`config.mk`:
```
export PLATFORM = sky130hd
export DESIGN_NAME = cache_refill_controller
export DESIGN_NICKNAME = d
export VERILOG_FILES = /design/src/rtl/cache_pkg.sv /design/src/rtl/sat_counter.sv /design/src/rtl/cache_refill_controller.sv
export SDC_FILE = /design/constraint.sdc
export NUM_CORES = 1
export LEC_CHECK = 0
export CORE_AREA = 2 2 132 134
export DETAILED_ROUTE_END_ITERATION = 10
export DIE_AREA = 0 0 134 136
export GPL_ROUTABILITY_DRIVEN = 1
export GPL_TIMING_DRIVEN = 0
export PLACE_DENSITY = 0.95
export REMOVE_ABC_BUFFERS = 1
export SLEW_MARGIN = 0
export SYNTH_ARGS = -nofsm -noshare
export SYNTH_HDL_FRONTEND = slang
export SYNTH_SLANG_ARGS = --single-unit
```
`constraint.sdc`:
```
create_clock -name clk -period 8.17 [get_ports clk]
set_input_delay 1.634 -clock clk [delete_from_list [all_inputs] [get_ports clk]]
set_output_delay 1.634 -clock clk [all_outputs]
set_load 0.01 [all_outputs]
```
`src/rtl/cache_pkg.sv`:
```
// Shared types for the cache refill controller: FSM state encoding and default widths.
package cache_pkg;
    localparam int DEFAULT_DATA_WIDTH = 32;

    typedef enum logic [2:0] {
        IDLE    = 3'd0,
        RD_REQ  = 3'd1,
        RD_WAIT = 3'd2,
        FILL    = 3'd3,
        WR_REQ  = 3'd4,
        WR_WAIT = 3'd5
    } state_t;
endpackage

```
`src/rtl/sat_counter.sv`:
```
// Saturating up-counter: holds at all-ones instead of wrapping.
module sat_counter #(
    parameter int WIDTH = 16
) (
    input  logic             clk,
    input  logic             reset,
    input  logic             inc,
    output logic [WIDTH-1:0] count
);

    // Count up on inc until every bit is set.
    always_ff @(posedge clk or posedge reset) begin
        if (reset) begin
            count <= '0;
        end else if (inc && (count != {WIDTH{1'b1}})) begin
            count <= count + WIDTH'(1);
        end else begin
            count <= count;
        end
    end

endmodule

```
`src/rtl/cache_refill_controller.sv`:
```
// Miss-handling FSM between the core port, a fully associative cache and main memory.
// Write-through / write-allocate; load hits answer in the request cycle.
module cache_refill_controller
    import cache_pkg::*;
#(
    parameter int ADDR_WIDTH = 32,
    parameter int DATA_WIDTH = DEFAULT_DATA_WIDTH,
    parameter int CNT_WIDTH  = 16
) (
    input  logic                  clk,
    input  logic                  reset,
    input  logic                  req_valid,
    input  logic                  req_write,
    input  logic [ADDR_WIDTH-1:0] req_addr,
    input  logic [DATA_WIDTH-1:0] req_wdata,
    output logic                  req_ready,
    output logic [DATA_WIDTH-1:0] resp_rdata,
    output logic [ADDR_WIDTH-1:0] cache_addr,
    output logic                  cache_write,
    output logic [DATA_WIDTH-1:0] cache_wdata,
    output logic                  cache_valid,
    input  logic                  cache_hit,
    input  logic [DATA_WIDTH-1:0] cache_rdata,
    output logic                  mem_req_valid,
    output logic                  mem_req_write,
    output logic [ADDR_WIDTH-1:0] mem_req_addr,
    output logic [DATA_WIDTH-1:0] mem_req_wdata,
    input  logic                  mem_req_ready,
    input  logic                  mem_resp_valid,
    input  logic [DATA_WIDTH-1:0] mem_resp_rdata,
    output logic [CNT_WIDTH-1:0]  hit_count,
    output logic [CNT_WIDTH-1:0]  miss_count
);

    state_t                state_r;
    logic [ADDR_WIDTH-1:0] addr_r;
    logic [DATA_WIDTH-1:0] wdata_r;
    logic [DATA_WIDTH-1:0] rdata_r;
    logic [DATA_WIDTH-1:0] cache_wdata_r;
    logic                  mem_req_valid_r;
    logic                  mem_req_write_r;
    logic                  cache_write_r;
    logic                  cache_valid_r;
    logic                  idle_s;
    logic                  hit_inc_s;
    logic                  miss_inc_s;
    logic                  req_ready_s;
    logic [DATA_WIDTH-1:0] resp_rdata_s;

    assign idle_s     = (state_r == IDLE);
    assign hit_inc_s  = idle_s && req_valid && !req_write && cache_hit;
    assign miss_inc_s = idle_s && req_valid && !req_write && !cache_hit;

    // Zero-latency hit path plus completion strobes decoded from the registered state.
    always_comb begin
        req_ready_s  = 1'b0;
        resp_rdata_s = '0;
        if (hit_inc_s) begin
            req_ready_s  = 1'b1;
            resp_rdata_s = cache_rdata;
        end else if (state_r == FILL) begin
            req_ready_s  = 1'b1;
            resp_rdata_s = rdata_r;
        end else if ((state_r == WR_WAIT) && mem_resp_valid) begin
            req_ready_s  = 1'b1;
        end else begin
            req_ready_s  = 1'b0;
            resp_rdata_s = '0;
        end
    end

    // Refill / write-through FSM; every strobe toward cache and memory is a flop.
    always_ff @(posedge clk or posedge reset) begin
        if (reset) begin
            state_r         <= IDLE;
            addr_r          <= '0;
            wdata_r         <= '0;
            rdata_r         <= '0;
            cache_wdata_r   <= '0;
            mem_req_valid_r <= 1'b0;
            mem_req_write_r <= 1'b0;
            cache_write_r   <= 1'b0;
            cache_valid_r   <= 1'b0;
        end else begin
            cache_write_r <= 1'b0;
            cache_valid_r <= 1'b0;
            case (state_r)
                IDLE: begin
                    if (req_valid) begin
                        addr_r  <= req_addr;
                        wdata_r <= req_wdata;
                        if (req_write) begin
                            // Store writes the cache on the first WR_REQ cycle only.
                            state_r         <= WR_REQ;
                            cache_write_r   <= 1'b1;
                            cache_valid_r   <= 1'b1;
                            cache_wdata_r   <= req_wdata;
                            mem_req_valid_r <= 1'b1;
                            mem_req_write_r <= 1'b1;
                        end else if (!cache_hit) begin
                            state_r         <= RD_REQ;
                            mem_req_valid_r <= 1'b1;
                            mem_req_write_r <= 1'b0;
                        end else begin
                            state_r <= IDLE;
                        end
                    end else begin
                        state_r <= IDLE;
                    end
                end
                RD_REQ: begin
                    if (mem_req_ready) begin
                        mem_req_valid_r <= 1'b0;
                        state_r         <= RD_WAIT;
                    end else begin
                        state_r <= RD_REQ;
                    end
                end
                RD_WAIT: begin
                    if (mem_resp_valid) begin
                        rdata_r       <= mem_resp_rdata;
                        cache_wdata_r <= mem_resp_rdata;
                        cache_write_r <= 1'b1;
                        cache_valid_r <= 1'b1;
                        state_r       <= FILL;
                    end else begin
                        state_r <= RD_WAIT;
                    end
                end
                FILL: begin
                    state_r <= IDLE;
                end
                WR_REQ: begin
                    if (mem_req_ready) begin
                        mem_req_valid_r <= 1'b0;
                        mem_req_write_r <= 1'b0;
                        state_r         <= WR_WAIT;
                    end else begin
                        state_r <= WR_REQ;
                    end
                end
                WR_WAIT: begin
                    if (mem_resp_valid) begin
                        state_r <= IDLE;
                    end else begin
                        state_r <= WR_WAIT;
                    end
                end
                default: begin
                    state_r         <= IDLE;
                    mem_req_valid_r <= 1'b0;
                    mem_req_write_r <= 1'b0;
                end
            endcase
        end
    end

    sat_counter #(.WIDTH(CNT_WIDTH)) u_hit_counter (
        .clk   (clk),
        .reset (reset),
        .inc   (hit_inc_s),
        .count (hit_count)
    );

    sat_counter #(.WIDTH(CNT_WIDTH)) u_miss_counter (
        .clk   (clk),
        .reset (reset),
        .inc   (miss_inc_s),
        .count (miss_count)
    );

    assign req_ready     = req_ready_s;
    assign resp_rdata    = resp_rdata_s;
    assign cache_addr    = idle_s ? req_addr : addr_r;
    assign cache_write   = cache_write_r;
    assign cache_valid   = cache_valid_r;
    assign cache_wdata   = cache_wdata_r;
    assign mem_req_valid = mem_req_valid_r;
    assign mem_req_write = mem_req_write_r;
    assign mem_req_addr  = addr_r;
    assign mem_req_wdata = wdata_r;

endmodule

```
==> flow_summary_export.csv, run 1 <==
group,metric,value,unit
clock_tree,insertion_delay,0.42,ns
drt,wl_per_cell,19.1,um
die,die_h,136,um
sta,slew_viol_final,0,
cells_and_area,drive_gt1_frac,0.114,
clock_tree,cts_root_buffer,"clkbuf_16",
cells_and_area,fin_util,0.710,
global_route,antenna_found_initial,1,
clock_tree,cts_setup_buffers,0,
synthesis,synth_compound_area_frac,0.0690,
clock_tree,clk_pin_slew,0.06,ns
drt,drt_iter0_drc,416,
place,io_buffers,331,
sta,fin_skew,0.00945,ns
cells_and_area,area_growth,56.6,%
run_status,outcome,"completed",
power_and_ir_drop,combPwrFrac,0.459,
clock_tree,cts_resized,0,
power_and_ir_drop,swShare,0.343,
die,coreArea,0.0169,mm2
clock_tree,cts_buffers,17,
critical_path,crit_type,"input pin to primary output",
clock_tree,hold_buffers,0,
power_and_ir_drop,power_density,354,mW/mm2
worst_hold_path,hold_class,"flip-flop to flip-flop",
sta,max_slew_margin,0.315,
flow_run,drv_cap,0,
synthesis,synth-seq-cells,166,
sta,hold_viol_final,0,
synthesis,synth_commonest_cells,"239 x nand2_1, 166 x dfrtp_1, 68 x mux2_2, 35 x mux2i_1, 34 x o21ai_0",
synthesis,yosysTopAreaCell,"dfrtp_1",
die,pin_count,332,
synthesis,ys.flop_type,"dfrtp_1",
synthesis,postSynthAreaPerCell,10.3,um2
cells_and_area,fin_nets,1202,
synthesis,async_reset_ff_frac,1.00,
drt,drc,0,
global_route,grt.overflow.total,0,
cells_and_area,antennaDiodeCount,0,
sta,worst_pin_slew,1.02,ns
sta,setup_slack,2.15,ns
critical_path,start_kind,"input pin",
drt,antenna_left,0,
place,hpwl,18200,um
sta,rsz0062_at_grt,"false",
synthesis,synth_top_family_by_area,"simple AND/OR/NAND/NOR gates",
global_route,grt_max_degree,105,
power_and_ir_drop,p_clk_frac,0.209,
critical_path,end_kind,"primary output",
place,place.gp.congestion,0.878,
synthesis,synth_edf_count,0,
sta,period_share,0.737,
synthesis,synth_area_leaders,"dfrtp_1 54%, nand2_1 12%, mux2_2 10%",
sta,timing.fmax,166,MHz
critical_path,critical_path.max_fanout,37,
clock_tree,cts.sinks,166,
place,place_ws,2.18,ns
global_route,grt_pass1_wl,37900,um
global_route,grt_pass1_vias,7265,
synthesis,netlist_instances,743,
power_and_ir_drop,intPower,2790,uW
synthesis,synth_most_common_cell,"nand2_1",
clock_tree,max-clock-path-buffers,2,
die,die_x,134,um
synthesis,synth-simple-area-share,0.181,
drt,wl,24900,um
synthesis,ys_types,40,
synthesis,yosysSeqAreaShare,0.543,
synthesis,muxShareOfSynthArea,0.146,
die,rows,48,
synthesis,yosys_warnings,0,
clock_tree,h-tree-depth,4,
drt,num_vias,7038,
power_and_ir_drop,peakVddDrop,0.248,mV
drt,dr.pass1.iters,5,
synthesis,synth-adder-area-share,0.00327,
clock_tree,cts_tree,"built",
power_and_ir_drop,power_switching,1450,uW
critical_path,cp.required,6.54,ns
synthesis,synth_top_cell_area_share,0.543,
sta,period_needed,6.02,ns
synthesis,syn_area,0.00765,mm2
critical_path,cp.arrival,4.39,ns
power_and_ir_drop,p_leak,0.00529,uW
drt,viasPerCell,5.40,
die,dieArea,0.0182,mm2
global_route,grt_usage,0.271,
sta,setup_violations,0,
synthesis,synth-xor-area-share,0.0309,
power_and_ir_drop,seq_power_share,0.332,
die,initial_core_util,0.453,
power by group through the flow:
stage	registers, uW	clock network [uW]	logic (uW)
floorplan	1480	0	737
detailed placement	1410	0	1950
global route	1450	929	2080
CTS	1410	893	1960
finish	1410	885	1950
global placement	1390	0	1850
routing by layer:
layer | GRT usage | routed length, um | up-vias
met5 | 0 | 16 | -
met4 | 0.132 | 980 | 2
met3 | 0.0764 | 1910 | 64
met2 | 0.494 | 13000 | 342
met1 | 0.290 | 9090 | 3446
li1 | - | - | 3184
per-stage QoR:
step	power [uW]	hold slack [ns]	setup TNS, ns	cell area (um2)	instances
after global routing	4460	0.496	0	12000	1303
after detailed placement	3360	0.462	0	11300	1271
after CTS	4260	0.477	0	12000	1303
after global placement	3250	0.458	-302.35	11100	1255
final	4240	0.473	0	12000	1303
after floorplan	2210	0.480	0	7470	699
worst paths after layout:
path,from,end,slack (ns),cells after the start
min in group asynchronous,reset,mem_req_addr[2]$_DFFE_PP0P_,1.67,2
worst min-delay path,mem_req_wdata[4]$_DFFE_PP0P_,mem_req_wdata[4]$_DFFE_PP0P_,0.47,2
worst min register to register,mem_req_wdata[4]$_DFFE_PP0P_,mem_req_wdata[4]$_DFFE_PP0P_,0.47,2
worst max-delay path,req_valid,resp_rdata[26],2.15,5
worst max register to register,state_r[2]$_DFF_PP0_,u_hit_counter.count[12]$_DFFE_PP0P_,5.50,4
max in group asynchronous,reset,rdata_r[5]$_DFFE_PP0P_,5.65,3
state kept, by name, summed over array words and instances (netlist names):
name	count
mem_req_addr	32
u_hit_counter.count	16
u_miss_counter.count	16
state_r	3
cache_valid	1
cache_wdata	32
mem_req_wdata	32
mem_req_write	1
mem_req_valid	1
rdata_r	32
cell families (layout without fill, tap and decap cells):
family	Yosys count	after routing
AO/OA/AOI/OAI	77	77
XOR/XNOR	27	27
adder cells (fa/ha/maj)	2	2
buffers and inverters	50	385
flip-flops	166	166
multiplexers	103	103
AND/OR/NAND/NOR	318	318
final cells by class:
cell class	instances	area (um2)
clock buffer	21	450
clock inverter	11	198
fill	1196	4900
inverter	6	30.0
multi-input combinational	527	3320
sequential	166	4150
tap	225	282
timing repair buffer	347	3540
critical path, cell delays in order:
cell	delay, ns
clkdlybuf4s50_1	0.53
nor4b_4	0.49
and2_2	0.86
a22o_1	0.26
clkdlybuf4s50_1	0.61
cell usage in the layout, fill, tap and decap left out, types with 4 or more instances in the layout:
cell type / n
dfrtp_1: 166
nand2_1: 238
and4_1: 5
clkbuf_16: 17
a22o_1: 32
a21oi_1: 4
xor2_1: 14
xnor2_1: 13
nor3_1: 10
o21ai_0: 34
inv_1: 5
nor2_1: 11
bufinv_16: 5
mux2_2: 68
mux2i_1: 35
buf_6: 9
nand3_1: 14
clkdlybuf4s50_1: 331
nand4_1: 13
and3_1: 5
buf_8: 5
(Power assumes the default switching activity.)
==> inputs of run 2 (changes only) <==
--- a/config.mk
+++ b/config.mk
@@ -5,12 +5,12 @@
 export SDC_FILE = /design/constraint.sdc
 export NUM_CORES = 1
 export LEC_CHECK = 0
-export CORE_AREA = 2 2 132 134
+export CORE_AREA = 2 2 144 146
 export DETAILED_ROUTE_END_ITERATION = 10
-export DIE_AREA = 0 0 134 136
+export DIE_AREA = 0 0 146 148
 export GPL_ROUTABILITY_DRIVEN = 1
 export GPL_TIMING_DRIVEN = 0
-export PLACE_DENSITY = 0.95
+export PLACE_DENSITY = 0.86
 export REMOVE_ABC_BUFFERS = 1
 export SLEW_MARGIN = 0
 export SYNTH_ARGS = -nofsm -noshare
==> constraint.sdc (replaced) <==
create_clock -name clk -period 5.5 [get_ports clk]
set_input_delay 1.1 -clock clk [delete_from_list [all_inputs] [get_ports clk]]
set_output_delay 1.1 -clock clk [all_outputs]
set_load 0.01 [all_outputs]
==> run 2 against run 1 <==
  * Largest cell class unchanged
  * Register-to-register slack worse by 2.8 ns
  * Sequential power is 47% higher
  * Clock power up 39%
  * Sequential cell count unchanged
  * Critical path depth grew 1
  * Setup slack worse by 1.8 ns
  * Via count decreased by 1.9%
  * Highest routed layer is now met4
==> flow_summary_export.csv, run 2 (synthesis results as in run 1) <==
group,metric,value,unit
run_status,outcome,"completed",
sta,fin_skew,0.0156,ns
cells_and_area,seq_area,0.00415,mm2
sta,slew_viol_final,0,
critical_path,ff2ff_path_depth,5,
worst_hold_path,whs_endpoint,"mem_req_wdata[26]$_DFFE_PP0P_",
worst_hold_path,worstHoldStart,"mem_req_wdata[26]$_DFFE_PP0P_",
die,initial_core_util,0.382,
die,coreArea,0.0200,mm2
clock_tree,h-tree-depth,4,
drt,viasPerCell,5.12,
global_route,grt_max_degree,98,
drt,drc,0,
global_route,grt_usage,0.219,
sta,hold_viol_final,0,
cells_and_area,final_cells,1348,
power_and_ir_drop,peakVddDrop,0.311,mV
place,place_area,0.0114,mm2
sta,setup_slack,0.379,ns
critical_path,end_kind,"primary output",
cells_and_area,multi_input_area,0.00332,mm2
place,io_buffers,331,
sta,period_needed,5.12,ns
clock_tree,max-clock-path-buffers,2,
sta,rsz0062_at_grt,"false",
clock_tree,cts_buffers,17,
drt,num_vias,6907,
die,die_h,148,um
drt,wl,24000,um
critical_path,r2r-start,"state_r[2]$_DFF_PP0_",
cells_and_area,nFillCells,1682,
clock_tree,cts_root_buffer,"clkbuf_16",
critical_path,crit_type,"input pin to primary output",
die,rows,52,
critical_path,r2r_end,"u_hit_counter.count[15]$_DFFE_PP0P_",
global_route,grt_pass1_vias,6840,
sta,setup_violations,0,
power_and_ir_drop,power_density,513,mW/mm2
cells_and_area,layout_common_cells,"331 x clkdlybuf4s50_1, 238 x nand2_1, 166 x dfrtp_1",
critical_path,path_common_cell,"clkdlybuf4s50_1",
drt,antenna_left,0,
cells_and_area,drive_gt1_frac,0.117,
global_route,grt.overflow.total,0,
die,dieArea,0.0216,mm2
power_and_ir_drop,p_leak,0.00527,uW
cells_and_area,fin_nets,1202,
place,hpwl,17700,um
sta,max_slew_margin,0.324,
critical_path,rrSetupSlack,2.73,ns
global_route,antenna_found_initial,0,
critical_path,critical_path.max_fanout,37,
cells_and_area,design_area,0.0120,mm2
cells_and_area,antennaDiodeCount,0,
cells_and_area,area_growth,56.5,%
clock_tree,insertion_delay,0.42,ns
sta,timing.fmax,195,MHz
die,die_x,146,um
cells_and_area,final_common_cell,"clkdlybuf4s50_1",
sta,period_share,0.931,
worst_hold_path,hold_class,"flip-flop to flip-flop",
critical_path,cp_slowest_cell,"nor4b_4",
drt,wl_per_cell,17.8,um
clock_tree,cts.sinks,166,
place,place.gp.congestion,0.832,
critical_path,start_kind,"input pin",
die,pin_count,332,
place,place_inst,1316,
clock_tree,clk_pin_slew,0.07,ns
critical_path,cpPeakStageDelay,0.77,ns
clock_tree,cts_tree,"built",
drt,drt_iter0_drc,308,
place,place_ws,0.0657,ns
sta,worst_pin_slew,1.01,ns
clock_tree,cts_setup_buffers,0,
critical_path,cp_cell_sequence,"clkdlybuf4s50_1 -> nor4b_4 -> buf_8 -> and2_4 -> a22o_1 -> clkdlybuf4s50_1",
critical_path,cp.required,4.40,ns
global_route,grt_pass1_wl,37300,um
critical_path,cp.arrival,4.02,ns
drt,dr.pass1.iters,4,
flow_run,drv_cap,0,
worst_hold_path,min_delay_path_depth,2,
[run 2: power by group]
part / internal (uW) / leakage (uW) / switching [uW]
clock network: 697 / 0.000297 / 531
registers: 1710 / 0.00209 / 359
logic: 1590 / 0.00288 / 1250
[run 2: per-layer routing]
layer  track usage  vias up  wire, um
met4        0.0811        0       662
met5             0        -         0
met1         0.259     3378      9400
li1              -     3199         -
met3        0.0590       42      1770
met2         0.382      288     12200
[run 2: stage by stage]
step | util | hold slack [ns] | TNS (ns) | total power [uW]
after floorplan | - | 0.480 | -111.92 | 3290
after global placement | 0.555 | 0.458 | -943.51 | 4830
after detailed placement | 0.567 | 0.461 | 0 | 4960
after CTS | 0.597 | 0.477 | 0 | 6210
after global routing | 0.598 | 0.492 | 0 | 6500
final | 0.598 | 0.474 | 0 | 6150
[run 2: layout make-up]
type                       instances  share of cell area
clock buffer                      18              0.0367
clock inverter                    14              0.0137
inverter                           6             0.00251
multi-input combinational        527               0.278
sequential                       166               0.347
tap                              270              0.0282
timing repair buffer             347               0.294
[run 2: worst max-delay path: cells and delay by family]
family                 cells  cell delay (ns)
buffers and inverters      3             1.34
AND/OR/NAND/NOR            2             1.27
AO/OA/AOI/OAI              1             0.29
[run 2: worst max path at each step]
| stage | depth (start not counted) | startpoint | endpoint | slack, ns |
|---|---|---|---|---|
| final | 6 | req_valid | resp_rdata[9] | 0.38 |
| after global routing | 6 | req_valid | resp_rdata[9] | 0.26 |
| after CTS | 6 | req_valid | resp_rdata[9] | 0.05 |
| after detailed placement | 6 | req_valid | resp_rdata[9] | 0.07 |
| after global placement | 4 | state_r[1]$_DFF_PP0_ | cache_wdata[10]$_DFFE_PP0P_ | -8.01 |
| after floorplan | 4 | state_r[1]$_DFF_PP0_ | cache_wdata[0]$_DFFE_PP0P_ | -1.84 |
[run 2: timing repair]
action / 4_1_cts / 5_1_grt
hold buffers: 0 / 0
resized for setup: 0 / 1
setup endpoints to repair: 0 / 19
==> inputs of run 3 (changes only) <==
--- a/config.mk
+++ b/config.mk
@@ -8,7 +8,6 @@
 export CORE_AREA = 2 2 144 146
 export DETAILED_ROUTE_END_ITERATION = 10
 export DIE_AREA = 0 0 146 148
-export GPL_ROUTABILITY_DRIVEN = 1
 export GPL_TIMING_DRIVEN = 0
 export PLACE_DENSITY = 0.86
 export REMOVE_ABC_BUFFERS = 1
==> results of run 3 <==
The final DEF is identical to that of run 2; final timing and power are the same.
